File: src/rtl/pulse_monitor.sv
// Measures start-to-pulse delay and pulse width of a pulse_generator output and flags mismatches.
// Optional PULSE_MONITOR_STATS_EN adds saturating pass/fail counters.
module pulse_monitor #(
  parameter int CNT_W         = 16,
  parameter int start_delay_p = 3,
  parameter int pulse_width_p = 5,
  parameter int timeout_p     = 64
) (
  input  logic             clk,
  input  logic             reset,
  input  logic             start,
  input  logic             pulse_in,
  output logic             busy,
  output logic             meas_valid,
  output logic [CNT_W-1:0] meas_delay,
  output logic [CNT_W-1:0] meas_width,
  output logic             delay_err,
  output logic             width_err,
  output logic             timeout_err,
  output logic             spurious_err,
`ifdef PULSE_MONITOR_STATS_EN
  output logic             overlap_err,
  output logic [15:0]      pass_count,
  output logic [15:0]      fail_count
`else
  output logic             overlap_err
`endif
);

  typedef enum logic [1:0] {S_IDLE, S_WAIT, S_HIGH} state_t;

  localparam logic [CNT_W-1:0] TIMEOUT_C = CNT_W'(timeout_p);
  localparam logic [CNT_W-1:0] DELAY_C   = CNT_W'(start_delay_p);
  localparam logic [CNT_W-1:0] WIDTH_C   = CNT_W'(pulse_width_p);
  localparam logic [CNT_W-1:0] ONE_C     = CNT_W'(1);

  function automatic logic [15:0] sat_inc16(input logic [15:0] v);
    return (v == 16'hFFFF) ? v : v + 16'd1;
  endfunction

  state_t           state_q, state_d;
  logic [CNT_W-1:0] cnt_q, cnt_d;
  logic [CNT_W-1:0] delay_q, delay_d;
  logic             pulse_q;
  logic             rise;
  logic             rep;
  logic             rep_to;
  logic [CNT_W-1:0] rep_delay, rep_width;
  logic             rep_fail;

  assign rise     = pulse_in & ~pulse_q;
  assign busy     = (state_q != S_IDLE);
  assign rep_fail = (rep_delay != DELAY_C) | (rep_width != WIDTH_C) | rep_to;

  always_comb begin
    state_d   = state_q;
    cnt_d     = cnt_q;
    delay_d   = delay_q;
    rep       = 1'b0;
    rep_to    = 1'b0;
    rep_delay = '0;
    rep_width = '0;
    case (state_q)
      S_IDLE: begin
        if (start) begin
          state_d = S_WAIT;
          cnt_d   = ONE_C;
        end
      end
      S_WAIT: begin
        // A fresh rising edge wins over a timeout landing on the same edge
        if (rise) begin
          state_d = S_HIGH;
          delay_d = cnt_q;
          cnt_d   = ONE_C;
        end else if (cnt_q == TIMEOUT_C) begin
          rep       = 1'b1;
          rep_to    = 1'b1;
          rep_delay = TIMEOUT_C;
          state_d   = S_IDLE;
        end else begin
          cnt_d = cnt_q + ONE_C;
        end
      end
      S_HIGH: begin
        if (!pulse_in) begin
          rep       = 1'b1;
          rep_delay = delay_q;
          rep_width = cnt_q;
          state_d   = S_IDLE;
        end else if (cnt_q == TIMEOUT_C) begin
          rep       = 1'b1;
          rep_to    = 1'b1;
          rep_delay = delay_q;
          rep_width = TIMEOUT_C;
          state_d   = S_IDLE;
        end else begin
          cnt_d = cnt_q + ONE_C;
        end
      end
      default: state_d = S_IDLE;
    endcase
  end

  always_ff @(posedge clk or negedge reset) begin
    if (!reset) begin
      state_q      <= S_IDLE;
      cnt_q        <= '0;
      delay_q      <= '0;
      pulse_q      <= 1'b0;
      meas_valid   <= 1'b0;
      meas_delay   <= '0;
      meas_width   <= '0;
      delay_err    <= 1'b0;
      width_err    <= 1'b0;
      timeout_err  <= 1'b0;
      spurious_err <= 1'b0;
      overlap_err  <= 1'b0;
    end else begin
      state_q      <= state_d;
      cnt_q        <= cnt_d;
      delay_q      <= delay_d;
      pulse_q      <= pulse_in;
      meas_valid   <= rep;
      delay_err    <= rep & (rep_delay != DELAY_C);
      width_err    <= rep & (rep_width != WIDTH_C);
      timeout_err  <= rep_to;
      spurious_err <= (state_q == S_IDLE) & rise;
      overlap_err  <= (state_q != S_IDLE) & start;
      if (rep) begin
        meas_delay <= rep_delay;
        meas_width <= rep_width;
      end
    end
  end

`ifdef PULSE_MONITOR_STATS_EN
  always_ff @(posedge clk or negedge reset) begin
    if (!reset) begin
      pass_count <= '0;
      fail_count <= '0;
    end else if (rep) begin
      if (rep_fail) fail_count <= sat_inc16(fail_count);
      else          pass_count <= sat_inc16(pass_count);
    end
  end
`else
  logic unused_stats;
  assign unused_stats = rep_fail ^ ^sat_inc16(16'h0);
`endif

endmodule

File: config.mk
export PLATFORM = sky130hd
export DESIGN_NAME = pulse_monitor
export DESIGN_NICKNAME = d
export VERILOG_FILES = /design/src/rtl/pulse_monitor.sv
export SDC_FILE = /design/constraint.sdc
export NUM_CORES = 1
export LEC_CHECK = 0
export BUFFER_PORTS_ARGS = -buffer_cell sky130_fd_sc_hd__buf_2
export CORE_UTILIZATION = 45
export DETAILED_ROUTE_END_ITERATION = 10
export GPL_TIMING_DRIVEN = 1
export PLACE_DENSITY = 0.7
export RECOVER_POWER = 100
export SYNTH_ARGS = -nofsm -noshare
export SYNTH_HDL_FRONTEND = slang
export SYNTH_SLANG_ARGS = --single-unit
File: constraint.sdc
create_clock -name clk -period 3.3 [get_ports clk]
set_input_delay 0.66 -clock clk [delete_from_list [all_inputs] [get_ports clk]]
set_output_delay 0.66 -clock clk [all_outputs]
set_load 0.05 [all_outputs]
==> results.py <==
metrics = {
    "place": {
        "gp_congestion": 0.9734,
        "portBuffers": 42,
        "dpl.hpwl_um": 4900,
        "dp_cells": 475,
    },
    "status": {
        "violations": "capacitance limit, slew limit",
        "status": "finished with violations",
    },
    "die": {
        "die_y_um": 88.47,
        "die-width_um": 88.47,
        "dieArea_mm2": 0.007826,
        "coreArea_mm2": 0.007253,
        "io-pin-count": 43,
        "rows": 31,
        "initial_core_util_pct": 46.39,
    },
    "drt": {
        "wl_per_cell_um": 14.52,
        "via_count": 2600,
        "drt_iter0_drc": 193,
        "finalWirelength_um": 7100,
        "firstDrtPassIters": 4,
        "viasPerCell": 5.317,
        "route.detailed.drc": 0,
        "ant_nets": 0,
    },
    "synth": {
        "synth_nets": 350,
        "syn-cell-area_mm2": 0.003364,
        "async_reset_ff_share_pct": 100.0,
        "synthFlopType": "dfrtp_1",
        "synth.distinct_cells": 42,
        "ys_warn_count": 0,
        "ys_seq_area_share_pct": 54.30,
        "syn_area_per_cell_um2": 9.896,
        "synth_edf_count": 0,
        "ys_ff_latch": 73,
        "syn_inst": 340,
    },
    "run": {
        "maxCapViolations": 1,
    },
    "setup_path": {
        "crit_arrival_ns": 3.05,
        "worstSetupEndpointType": "register",
        "path_max_fanout": 19,
        "path_class": "register to register",
        "required_ns": 3.57,
        "start_kind": "register",
    },
    "clock_tree": {
        "clk_path_buf_depth": 2,
        "clockRootBuffer": "clkbuf_8",
        "cts_sinks": 73,
        "numCtsBuffers": 9,
        "post_cts_buffers": 0,
        "ctsResizeCount": 0,
        "clk_pin_slew_ns": 0.08,
        "cts_tree": "yes",
        "clock_latency_ns": 0.35,
        "htree_levels": 3,
        "cts_hold_buf": 0,
    },
    "sta": {
        "max_freq_mhz": 359.5,
        "maxSlewViolCount": 74,
        "hold_violations": 0,
        "rsz0062_at_grt": "false",
        "finalSetupViolCount": 0,
        "slew_headroom_pct": -15.47,
        "worst_pin_slew_ns": 1.732,
        "min_period_ns": 2.782,
        "clock_skew_ns": 0.009265,
        "tns_ns": 0,
        "timing.hold.ws_ns": 0.5002,
        "fin_crit_sh_pct": 84.30,
    },
    "grt": {
        "track_usage_pct": 20.79,
        "grt_max_degree": 74,
        "grt_pass1_wl_um": 11970,
        "first_global_vias": 2449,
        "antenna_found_initial": 0,
        "overflow": 0,
    },
    "worst_hold_path": {
        "hp-class": "register to register",
    },
    "cells_and_area": {
        "fin_nets": 397,
        "drive_gt1_share_pct": 8.462,
        "antenna_cells": 0,
        "fin_util_pct": 52.75,
        "nFillCells": 690,
        "area_delta_synth_final_pct": 13.72,
        "final_cells": 489,
    },
    "power_and_ir_drop": {
        "peakVddDrop_v": 0.0004437,
        "power_density_mw_per_mm2": 839.5,
        "p_leak_nw": 1.690,
        "power_mw": 3.212,
    },
}
worst max-delay path, stage by stage, from the launching register on:
cell	delay (ns)
dfrtp_1	0.44
or4_1	0.60
or4_1	0.65
o21ai_0	0.36
buf_4	0.38
mux2i_1	0.24
area by class of cell:
class                   instances  area [um2]  share of cell area (%)
flip-flops and latches         73        1827                   47.74
multi-input cells             226        1351                   35.32
repair buffers                 50       206.4                   5.396
clock buffers                  11       151.4                   3.957
well taps                      99       123.9                   3.237
inverters                      27       101.3                   2.649
clock inverters                 3       65.06                   1.700
per-layer routing:
layer / global-route usage (%) / wire (um) / vias up
met1: 28.75 / 3385 / 1225
met3: 5.504 / 452 / 12
met2: 29.79 / 3132 / 104
met5: 0 / 0 / -
met4: 11.29 / 130 / 0
li1: - / - / 1259
cells in the mapped netlist, types with 8 or more instances:
cell type	number	share of area, %
mux2_2	10	3.3
a21oi_1	8	1.2
nor4_1	8	1.5
nor2_1	13	1.5
nand2_1	65	7.3
o21ai_1	15	2.2
inv_1	27	3.0
clkbuf_1	9	1.0
mux2i_1	16	4.8
dfrtp_1	73	54
o21ai_0	18	2.7
nand3_1	11	1.6
final timing paths:
path | start | endpoint | slack (ns) | depth (start not counted)
worst max-delay path | cnt_q[5] | meas_width[14] | 0.52 | 5
worst min-delay path | meas_width[6] | meas_width[6] | 0.50 | 1
worst max register to register | cnt_q[5] | meas_width[14] | 0.52 | 5
worst min register to register | meas_width[6] | meas_width[6] | 0.50 | 1
max in group asynchronous | reset | meas_delay[10] | 1.42 | 2
min in group asynchronous | reset | meas_width[5] | 0.83 | 2
registers in the layout, summed over array words and instances, names as in the netlist:
register,count
cnt_q,16
spurious_err,1
width_err,1
delay_q,16
meas_width,16
pulse_q,1
timeout_err,1
meas_valid,1
meas_delay,16
state_q,2
delay_err,1
overlap_err,1
cells by family (layout without fill, tap and decap cells):
logic type	count (synthesis)	after routing	share of synthesized area [%]
and+or+nand+nor	132	132	18.78
DFF	73	73	54.30
AOI/OAI and AO/OA	57	57	10.04
buffers and inverters	41	91	5.169
muxes	27	27	8.442
adders and majority gates	6	6	2.231
xor gates and xnor gates	4	4	1.041
report_power, final:
group | internal [mW] | switching (mW)
clock network | 0.457 | 0.317
registers | 1.05 | 0.107
logic | 0.291 | 0.986
stage by stage:
stage               setup slack, ns  cell area [um2]
CTS                          0.7568             3902
global placement             0.8283             3686
finish                       0.5182             3826
detailed placement           0.7886             3686
global route                 0.3734             3826
floorplan                    0.9967             3364
placed cells by master (no fill, tap or decap), drive strengths merged, types with 3 or more instances in the layout:
cell     n
and2     3
nand3   11
mux2    11
inv     27
nand2   65
ha       6
a22o     3
buf      6
nand4    5
xor2     4
nor4     8
a21oi    9
nor2    13
mux2i   16
nor2b    5
clkbuf  55
or4      6
nor3     8
o21ai   34
dfrtp   73
(Power assumes the default switching activity.)
